<file path="config.mk">
export PLATFORM = sky130hd
export DESIGN_NAME = coin_validator
export DESIGN_NICKNAME = d
export VERILOG_FILES = /design/src/rtl/coin_validator.sv
export SDC_FILE = /design/constraint.sdc
export NUM_CORES = 1
export LEC_CHECK = 0
export CAP_MARGIN = 20
export CORE_MARGIN = 2
export CORE_UTILIZATION = 30
export CTS_BUF_LIST = sky130_fd_sc_hd__clkbuf_16
export DETAILED_ROUTE_END_ITERATION = 10
export DONT_BUFFER_PORTS = 1
export GPL_ROUTABILITY_DRIVEN = 0
export SYNTH_ARGS = -nofsm -noshare
export SYNTH_HDL_FRONTEND = slang
export SYNTH_SLANG_ARGS = --single-unit
</file>
<file path="constraint.sdc">
create_clock -name clk -period 2.46 [get_ports clk]
set_input_delay 0.492 -clock clk [delete_from_list [all_inputs] [get_ports clk]]
set_output_delay 0.492 -clock clk [all_outputs]
set_load 0.02 [all_outputs]
</file>
<file path="src/rtl/coin_validator.sv">
// coin_validator: front end between two raw coin sensors and the vending FSM.
// Each sensor is synchronized and debounced. A debounced rising edge is a coin
// event, and events become one-cycle coin pulses spaced by at least GAP idle
// cycles. Simultaneous events on both channels are reported as a jam. A sensor
// stuck high latches a fault until reset.
//
// Ports:
//   clk     in   single clock, rising edge
//   rst     in   asynchronous active-high reset
//   ena     in   design enable; 0 holds all state and masks the coin pulses
//   sense1  in   raw 1-rupee sensor (asynchronous, bouncy)
//   sense2  in   raw 2-rupee sensor (asynchronous, bouncy)
//   coinx   out  one-cycle pulse per accepted 1-rupee coin
//   coiny   out  one-cycle pulse per accepted 2-rupee coin
//   jam     out  level, both channels rose together and have not yet cleared
//   fault   out  sticky level, a sensor stayed high too long
module coin_validator #(
    parameter int unsigned DEBOUNCE = 8,
    parameter int unsigned GAP      = 4,
    parameter int unsigned STUCK    = 255
) (
    input  logic clk,
    input  logic rst,
    input  logic ena,
    input  logic sense1,
    input  logic sense2,
    output logic coinx,
    output logic coiny,
    output logic jam,
    output logic fault
);

    typedef enum logic [2:0] {StIdle, StEmit, StHold, StJam, StFault} state_e;

    localparam logic [7:0] DebLast  = 8'(DEBOUNCE - 1);
    localparam logic [9:0] StuckMax = 10'(STUCK);
    localparam logic [3:0] GapLoad  = 4'(GAP);

    // Bit 0 is the 1-rupee channel, bit 1 the 2-rupee channel.
    logic [1:0]       meta_q, meta_d, sync_q, sync_d, deb_q, deb_d;
    logic [1:0][7:0]  cnt_q, cnt_d;
    logic [1:0][9:0]  stuck_q, stuck_d;
    logic [1:0]       pend_q, pend_d;
    logic [1:0]       rise;
    logic             stuck_hit;
    state_e           state_q, state_d;
    logic [3:0]       gap_q, gap_d;
    logic             coinx_q, coinx_d, coiny_q, coiny_d;

    // Synchronizer, debounce and stuck-high counting.
    always_comb begin
        meta_d  = meta_q;
        sync_d  = sync_q;
        deb_d   = deb_q;
        cnt_d   = cnt_q;
        stuck_d = stuck_q;
        rise    = 2'b00;
        if (ena) begin
            meta_d = {sense2, sense1};
            sync_d = meta_q;
            for (int c = 0; c < 2; c++) begin
                if (sync_q[c] != deb_q[c]) begin
                    if (cnt_q[c] == DebLast) begin
                        deb_d[c] = sync_q[c];
                        cnt_d[c] = 8'd0;
                        rise[c]  = sync_q[c];
                    end else begin
                        cnt_d[c] = cnt_q[c] + 8'd1;
                    end
                end else begin
                    cnt_d[c] = 8'd0;
                end
                if (!deb_q[c]) begin
                    stuck_d[c] = 10'd0;
                end else if (stuck_q[c] != StuckMax) begin
                    stuck_d[c] = stuck_q[c] + 10'd1;
                end
            end
        end
    end

    assign stuck_hit = (stuck_q[0] == StuckMax) || (stuck_q[1] == StuckMax);

    // Controller: fault beats jam beats normal pulse scheduling.
    always_comb begin
        state_d = state_q;
        gap_d   = gap_q;
        pend_d  = pend_q;
        coinx_d = coinx_q;
        coiny_d = coiny_q;
        if (ena) begin
            coinx_d = 1'b0;
            coiny_d = 1'b0;
            pend_d  = pend_q | rise;
            if (state_q == StFault) begin
                pend_d = 2'b00;
            end else if (stuck_hit) begin
                state_d = StFault;
                pend_d  = 2'b00;
            end else if (state_q == StJam) begin
                pend_d = 2'b00;
                if (deb_q == 2'b00) begin
                    state_d = StIdle;
                end
            end else if (rise == 2'b11) begin
                state_d = StJam;
                pend_d  = 2'b00;
            end else begin
                case (state_q)
                    StIdle: begin
                        if (pend_q[0]) begin
                            state_d   = StEmit;
                            coinx_d   = 1'b1;
                            pend_d[0] = rise[0];
                        end else if (pend_q[1]) begin
                            state_d   = StEmit;
                            coiny_d   = 1'b1;
                            pend_d[1] = rise[1];
                        end
                    end
                    StEmit: begin
                        state_d = StHold;
                        gap_d   = GapLoad;
                    end
                    StHold: begin
                        // gap_q counts idle cycles still owed after the pulse.
                        // The IDLE->EMIT hop supplies the last one, so leave
                        // with two (or fewer, for GAP=1) still owed.
                        if (gap_q != 4'd0) begin
                            gap_d = gap_q - 4'd1;
                        end
                        if (gap_q <= 4'd2) begin
                            state_d = StIdle;
                        end
                    end
                    default: begin
                        state_d = state_q;
                    end
                endcase
            end
        end
    end

    always_ff @(posedge clk or posedge rst) begin
        if (rst) begin
            meta_q  <= 2'b00;
            sync_q  <= 2'b00;
            deb_q   <= 2'b00;
            cnt_q   <= '0;
            stuck_q <= '0;
            pend_q  <= 2'b00;
            state_q <= StIdle;
            gap_q   <= 4'd0;
            coinx_q <= 1'b0;
            coiny_q <= 1'b0;
        end else begin
            meta_q  <= meta_d;
            sync_q  <= sync_d;
            deb_q   <= deb_d;
            cnt_q   <= cnt_d;
            stuck_q <= stuck_d;
            pend_q  <= pend_d;
            state_q <= state_d;
            gap_q   <= gap_d;
            coinx_q <= coinx_d;
            coiny_q <= coiny_d;
        end
    end

    // A pulse held across ena=0 stays registered and shows once ena returns.
    assign coinx = coinx_q & ena;
    assign coiny = coiny_q & ena;
    assign jam   = (state_q == StJam);
    assign fault = (state_q == StFault);

endmodule
</file>
==> out/metrics.cfg, run 1 <==
[status]
outcome = finished clean

[detailed_routing]
dr_total_vias = 2297
antenna_left = 0
first_iter_violations = 74
avgRoutedWirePerCell_um = 13.7
avgViaCountPerCell = 5.10
wirelength_um = 6150
first_pass_iters = 4
drc = 0

[yosys]
synth_compound_area_share_pct = 16.0
seq_area_frac_synth_pct = 43.8
synth_top_family_by_area = simple AND/OR/NAND/NOR gates
ys.flop_type = dfrtp_1
synth_edf_count = 0
synth_mux_area_share_pct = 3.97
ys_async_sr_fraction_pct = 100
yosys.area_share.xor_xnor_pct = 5.50
syn_nets = 329
synth.area.top_cells = dfrtp_1 (44%), nand2_1 (3.8%), xnor2_1 (3.5%)
synthAdderAreaFrac_pct = 2.89
ys_warn_count = 0
post_synth.cell_area_avg_sq_um = 9.54
synth_area_sq_um = 3030
netlist_instances = 317
synth_top_area_share_pct = 43.8
yosys.area.top_type = dfrtp_1
ys_ff_latch = 53
synth_simple_gate_area_share_pct = 23.4
ys_types = 52

[job]
maxCapViolations = 0

[cts]
cts.path.max_buffers = 2
cts_root_buf = clkbuf_16
cts_setup_buffers = 0
postCtsHoldBufs = 0
htree_num_levels = 2
clk_latency_ps = 290
cts_tree = done
clock_sinks = 53
cts_made_buffers = 5
cts_resized = 0
clk_pin_slew_ps = 60

[power]
p_seq_share_pct = 46.2
ir_worst_vdd_mv = 0.301
internal-power_uw = 1600
power.density_nw_per_um2 = 711
leakage_uw = 0.00136
finalPower_uw = 2350
power.share.combinational_pct = 25.9
swShare_pct = 32.0
clkPwrFrac_pct = 27.9
p_sw_uw = 753

[worst_setup_path]
path_delay_family = simple AND/OR/NAND/NOR gates
path_cells = or4_4, nor4_4, a41oi_2, nand2_1, mux2_2
cp_max_fo = 6
r2r-end = gap_q[1]
cp_num_buf_inv = 0
cp.required_ps = 2630
timing.rr.start = cnt_q[11]
worstSetupStartpointType = flop
cpPeakStageDelay_ps = 560
reg2reg_setup_slack_ps = 250
cp_data_arrival_time_ps = 2370
rr_worst_depth = 5
timing_worst_setup_path_type = flop to flop
end_kind = flop
worst_path_max_delay_cell = or4_4

[cells_and_area]
layout-drive-gt1-share_pct = 10.1
syn_to_final_growth_pct = 9.47
utilization_pct = 33.9
antenna_cells = 0
finalNetCount = 329
seq_area_sq_um = 1330
fillers = 1010
multiInputGateArea_sq_um = 1570

[sta]
fin_tns_setup_ps = 0
fin_skew_ps = 9.53
hold_viol_final = 0
finalSetupViolCount = 0
relSlewSlack_pct = 62.5
final.period_utilization_pct = 89.7
period_minus_slack_ps = 2210
tightest_slew_ps = 561
final_max_slew_viol_count = 0
rsz0062_at_grt = false
hold_ws_ps = 139
fmax_mhz = 453

[global_route]
track_usage_pct = 12.0
first_global_vias = 2236
grt_pass1_wl_um = 10900
grt-ovfl-total = 0
antenna_found_initial = 0
grt_max_degree = 44

[min_path]
hp-class = input port to asynchronous set/reset pin

[floorplan]
dieHeight_um = 104
dieArea_sq_um = 10900
start_util_pct = 31.0
core-area_sq_um = 9770
top_level_ports = 9
dieWidth_um = 104
core.rowCount = 36

[place]
io_buffers = 0
hpwlAfterDp_um = 4330

## cell usage after synthesis, drive strengths merged, types with 5 or more instances
master / number
ha: 7
dfrtp: 53
a21oi: 10
and3: 13
nor3: 6
nand4: 10
mux2: 8
xor2: 7
and2: 5
nand2: 31
clkbuf: 13
inv: 13
xnor2: 12
o21ai: 18
o2bb2ai: 9
nand3: 14
nor2: 28
nand2b: 5
o31ai: 9
## power groups by stage
stage / Combinational (uW) / Sequential, uW / Clock, uW
final: 610 / 1090 / 657
after global routing: 692 / 1110 / 723
after global placement: 603 / 1100 / 0
after CTS: 611 / 1090 / 682
after floorplan: 546 / 1040 / 0
after detailed placement: 608 / 1100 / 0
## worst max-delay path by stage
stage	from	end	cells past startpoint
2_1_floorplan	state_q[2]	gap_q[0]	6
3_3_place_gp	cnt_q[11]	gap_q[1]	5
3_5_place_dp	cnt_q[11]	gap_q[1]	5
4_1_cts	cnt_q[11]	gap_q[1]	5
5_1_grt	cnt_q[3]	gap_q[1]	5
6_report	cnt_q[11]	gap_q[1]	5
## worst reg2reg max path, delay by kind of cell (launching register included)
family	cells	cell delay (ps)
and+or+nand+nor	3	1090
DFF	1	420
muxes	1	350
AOI/OAI and AO/OA	1	240
## layout by cell type (no fill, tap or decap), types with 4 or more instances in the layout
master	count
inv_1	13
nand4_1	10
and2_1	5
mux2_2	8
nand2_1	31
and3_1	12
xnor2_1	12
nor2_1	27
clkbuf_16	5
nor3_1	5
o2bb2ai_1	9
o21ai_0	18
o31ai_1	9
a211oi_1	4
a21oi_1	10
ha_1	7
buf_4	7
dfrtp_1	53
nand2b_1	5
xor2_1	7
nand3_1	14
## area by class of cell
type	instances	share of cell area, %
Inverter	13	1.47
Multi-Input combinational cell	236	47.3
Clock inverter	2	0.227
Clock buffer	5	3.78
Timing Repair Buffer	8	2.19
Tap cell	133	5.02
Sequential cell	53	40.0
## logic make-up (layout without fill, tap and decap cells)
group,Yosys count,count (layout)
AND/OR/NAND/NOR,131,131
AO/OA/AOI/OAI,68,68
flip-flops,53,53
buffers and inverters,28,28
XOR/XNOR,19,19
multiplexers,11,11
adder cells (fa/ha/maj),7,7
## per-stage QoR
stage / std cells / worst slack, ps / instance area (sq um)
6_report: 450 / 253 / 3310
5_1_grt: 450 / 137 / 3310
4_1_cts: 450 / 263 / 3310
3_5_place_dp: 443 / 270 / 3180
3_3_place_gp: 443 / 317 / 3180
2_1_floorplan: 317 / 315 / 3030
## per-layer routing
layer	track usage (%)	share of wire (%)	wire length (um)	vias up
met5	0	0	0	-
met4	2.51	0.67	41	0
met3	3.07	3.6	221	6
met2	17.9	45	2780	27
met1	17.4	51	3110	1117
li1	-	-	-	1147
## state kept, by name, summed over array words and instances (netlist names)
name and cells:
stuck_q 20, cnt_q 16, gap_q 4, state_q 3
deb_q 2, meta_q 2, pend_q 2, sync_q 2
coinx_q 1, coiny_q 1
No activity file was read; power rests on OpenSTA's default activity.
==> run 2, diff against run 1 <==
--- a/config.mk
+++ b/config.mk
@@ -12,6 +12,7 @@
 export DETAILED_ROUTE_END_ITERATION = 10
 export DONT_BUFFER_PORTS = 1
 export GPL_ROUTABILITY_DRIVEN = 0
+export SLEW_MARGIN = 20
 export SYNTH_ARGS = -nofsm -noshare
 export SYNTH_HDL_FRONTEND = slang
 export SYNTH_SLANG_ARGS = --single-unit
==> results of run 2 <==
No change in the layout: final DEF, timing and power equal those of run 1.
==> run 3, diff against run 2 <==
--- a/config.mk
+++ b/config.mk
@@ -12,6 +12,7 @@
 export DETAILED_ROUTE_END_ITERATION = 10
 export DONT_BUFFER_PORTS = 1
 export GPL_ROUTABILITY_DRIVEN = 0
+export MAX_ROUTING_LAYER = met4
 export SLEW_MARGIN = 20
 export SYNTH_ARGS = -nofsm -noshare
 export SYNTH_HDL_FRONTEND = slang
==> run 3 against run 2 <==
Net effect: core utilization stayed put; via count is 0.13% higher; global-route usage is 0.36 points higher; critical path type unchanged; highest routed layer unchanged.
==> out/metrics.cfg, run 3 (synthesis gave the netlist of run 1 again) <==
[floorplan]
start_util_pct = 31.0
dieWidth_um = 104
top_level_ports = 9
dieArea_sq_um = 10900
dieHeight_um = 104
core.rowCount = 36
core-area_sq_um = 9770

[min_path]
hp-class = input port to asynchronous set/reset pin

[worst_setup_path]
cp_data_arrival_time_ps = 2380
worstSetupStartpointType = flop
end_kind = flop
path_delay_family = simple AND/OR/NAND/NOR gates
cp.required_ps = 2630
worst_path_max_delay_cell = or4_4
timing_worst_setup_path_type = flop to flop
cp_max_fo = 6
cpPeakStageDelay_ps = 560
cp_num_buf_inv = 0
path_cells = or4_4, nor4_4, a41oi_2, nand2_1, mux2_2

[global_route]
first_global_vias = 2233
track_usage_pct = 12.3
grt_max_degree = 44
grt_pass1_wl_um = 10900
grt-ovfl-total = 0
antenna_found_initial = 0

[sta]
final_max_slew_viol_count = 0
hold_viol_final = 0
relSlewSlack_pct = 62.3
hold_ws_ps = 140
fin_skew_ps = 10.1
rsz0062_at_grt = false
final.period_utilization_pct = 90.0
tightest_slew_ps = 565
fin_tns_setup_ps = 0
period_minus_slack_ps = 2210
fmax_mhz = 452
finalSetupViolCount = 0

[power]
ir_worst_vdd_mv = 0.301
finalPower_uw = 2360
power.density_nw_per_um2 = 711
leakage_uw = 0.00136

[detailed_routing]
dr_total_vias = 2300
met1_length_um = 3140
wl_met3_um = 216
highest_layer = met4
avgViaCountPerCell = 5.11
first_iter_violations = 90
wirelength_um = 6150
met2WireLength_um = 2760
first_pass_iters = 4
drc = 0
antenna_left = 0
avgRoutedWirePerCell_um = 13.7

[cells_and_area]
syn_to_final_growth_pct = 9.47
layout_commonest_cell = dfrtp_1
top_register = stuck_q
finalNonFillerCells = 450
layout-drive-gt1-share_pct = 10.1
finalNetCount = 329
largest_reg_flops = 20
finalInstanceArea_sq_um = 3310
mostFrequentLayoutCells = dfrtp_1 (53), nand2_1 (31), nor2_1 (27), o21ai_0 (18), nand3_1 (14)
antenna_cells = 0
reg_top3 = stuck_q (20), cnt_q (16), gap_q (4)

[cts]
cts_resized = 0
cts_root_buf = clkbuf_16
htree_num_levels = 2
cts_made_buffers = 5
clk_pin_slew_ps = 60
clock_sinks = 53
postCtsHoldBufs = 0
cts_setup_buffers = 0
cts.path.max_buffers = 2
clk_latency_ps = 290
cts_tree = done

[place]
hpwlAfterDp_um = 4330
post_dp_cell_area_sq_um = 3180
io_buffers = 0
dp_cells = 443

[status]
outcome = finished clean

[job]
maxCapViolations = 0

==> run 3: through the flow <==
stage	setup WS (ps)	util, %
CTS	263	33.9
global placement	317	32.5
detailed placement	270	32.5
floorplan	315	-
finish	246	33.9
global route	127	33.9
==> run 3: area by class of cell <==
type	count	area, sq um
well taps	133	166
clock buffers	5	125
flip-flops and latches	53	1330
multi-input cells	236	1570
clock inverters	2	7.51
fillers	1010	6460
inverters	13	48.8
repair buffers	8	72.6
==> run 3: path summary, 6_finish.rpt <==
check                                from         end  slack (ps)  cells after the start
worst max-delay path            cnt_q[11]    gap_q[1]         250                      5
max in group asynchronous             rst     coinx_q        1770                      2
worst min-delay path                  rst    cnt_q[7]         140                      1
worst max register to register  cnt_q[11]    gap_q[1]         250                      5
min in group clk                      ena  stuck_q[3]         290                      1
worst min register to register  meta_q[1]   meta_q[1]         500                      1
==> run 3: where the power goes <==
| part | internal, uW | leakage (uW) | switching, uW | total, uW |
|---|---|---|---|---|
| Sequential | 963 | 0.000715 | 125 | 1090 |
| Clock | 365 | 0.0000685 | 294 | 659 |
| Combinational | 272 | 0.000577 | 336 | 608 |
| Total | 1600 | 0.00136 | 754 | 2360 |
==> run 3: per-layer routing <==
metal / vias up / global-route usage (%)
met1: 1114 / 17.4
li1: 1147 / -
met4: 0 / 2.51
met3: 4 / 3.07
met5: - / -
met2: 35 / 17.9
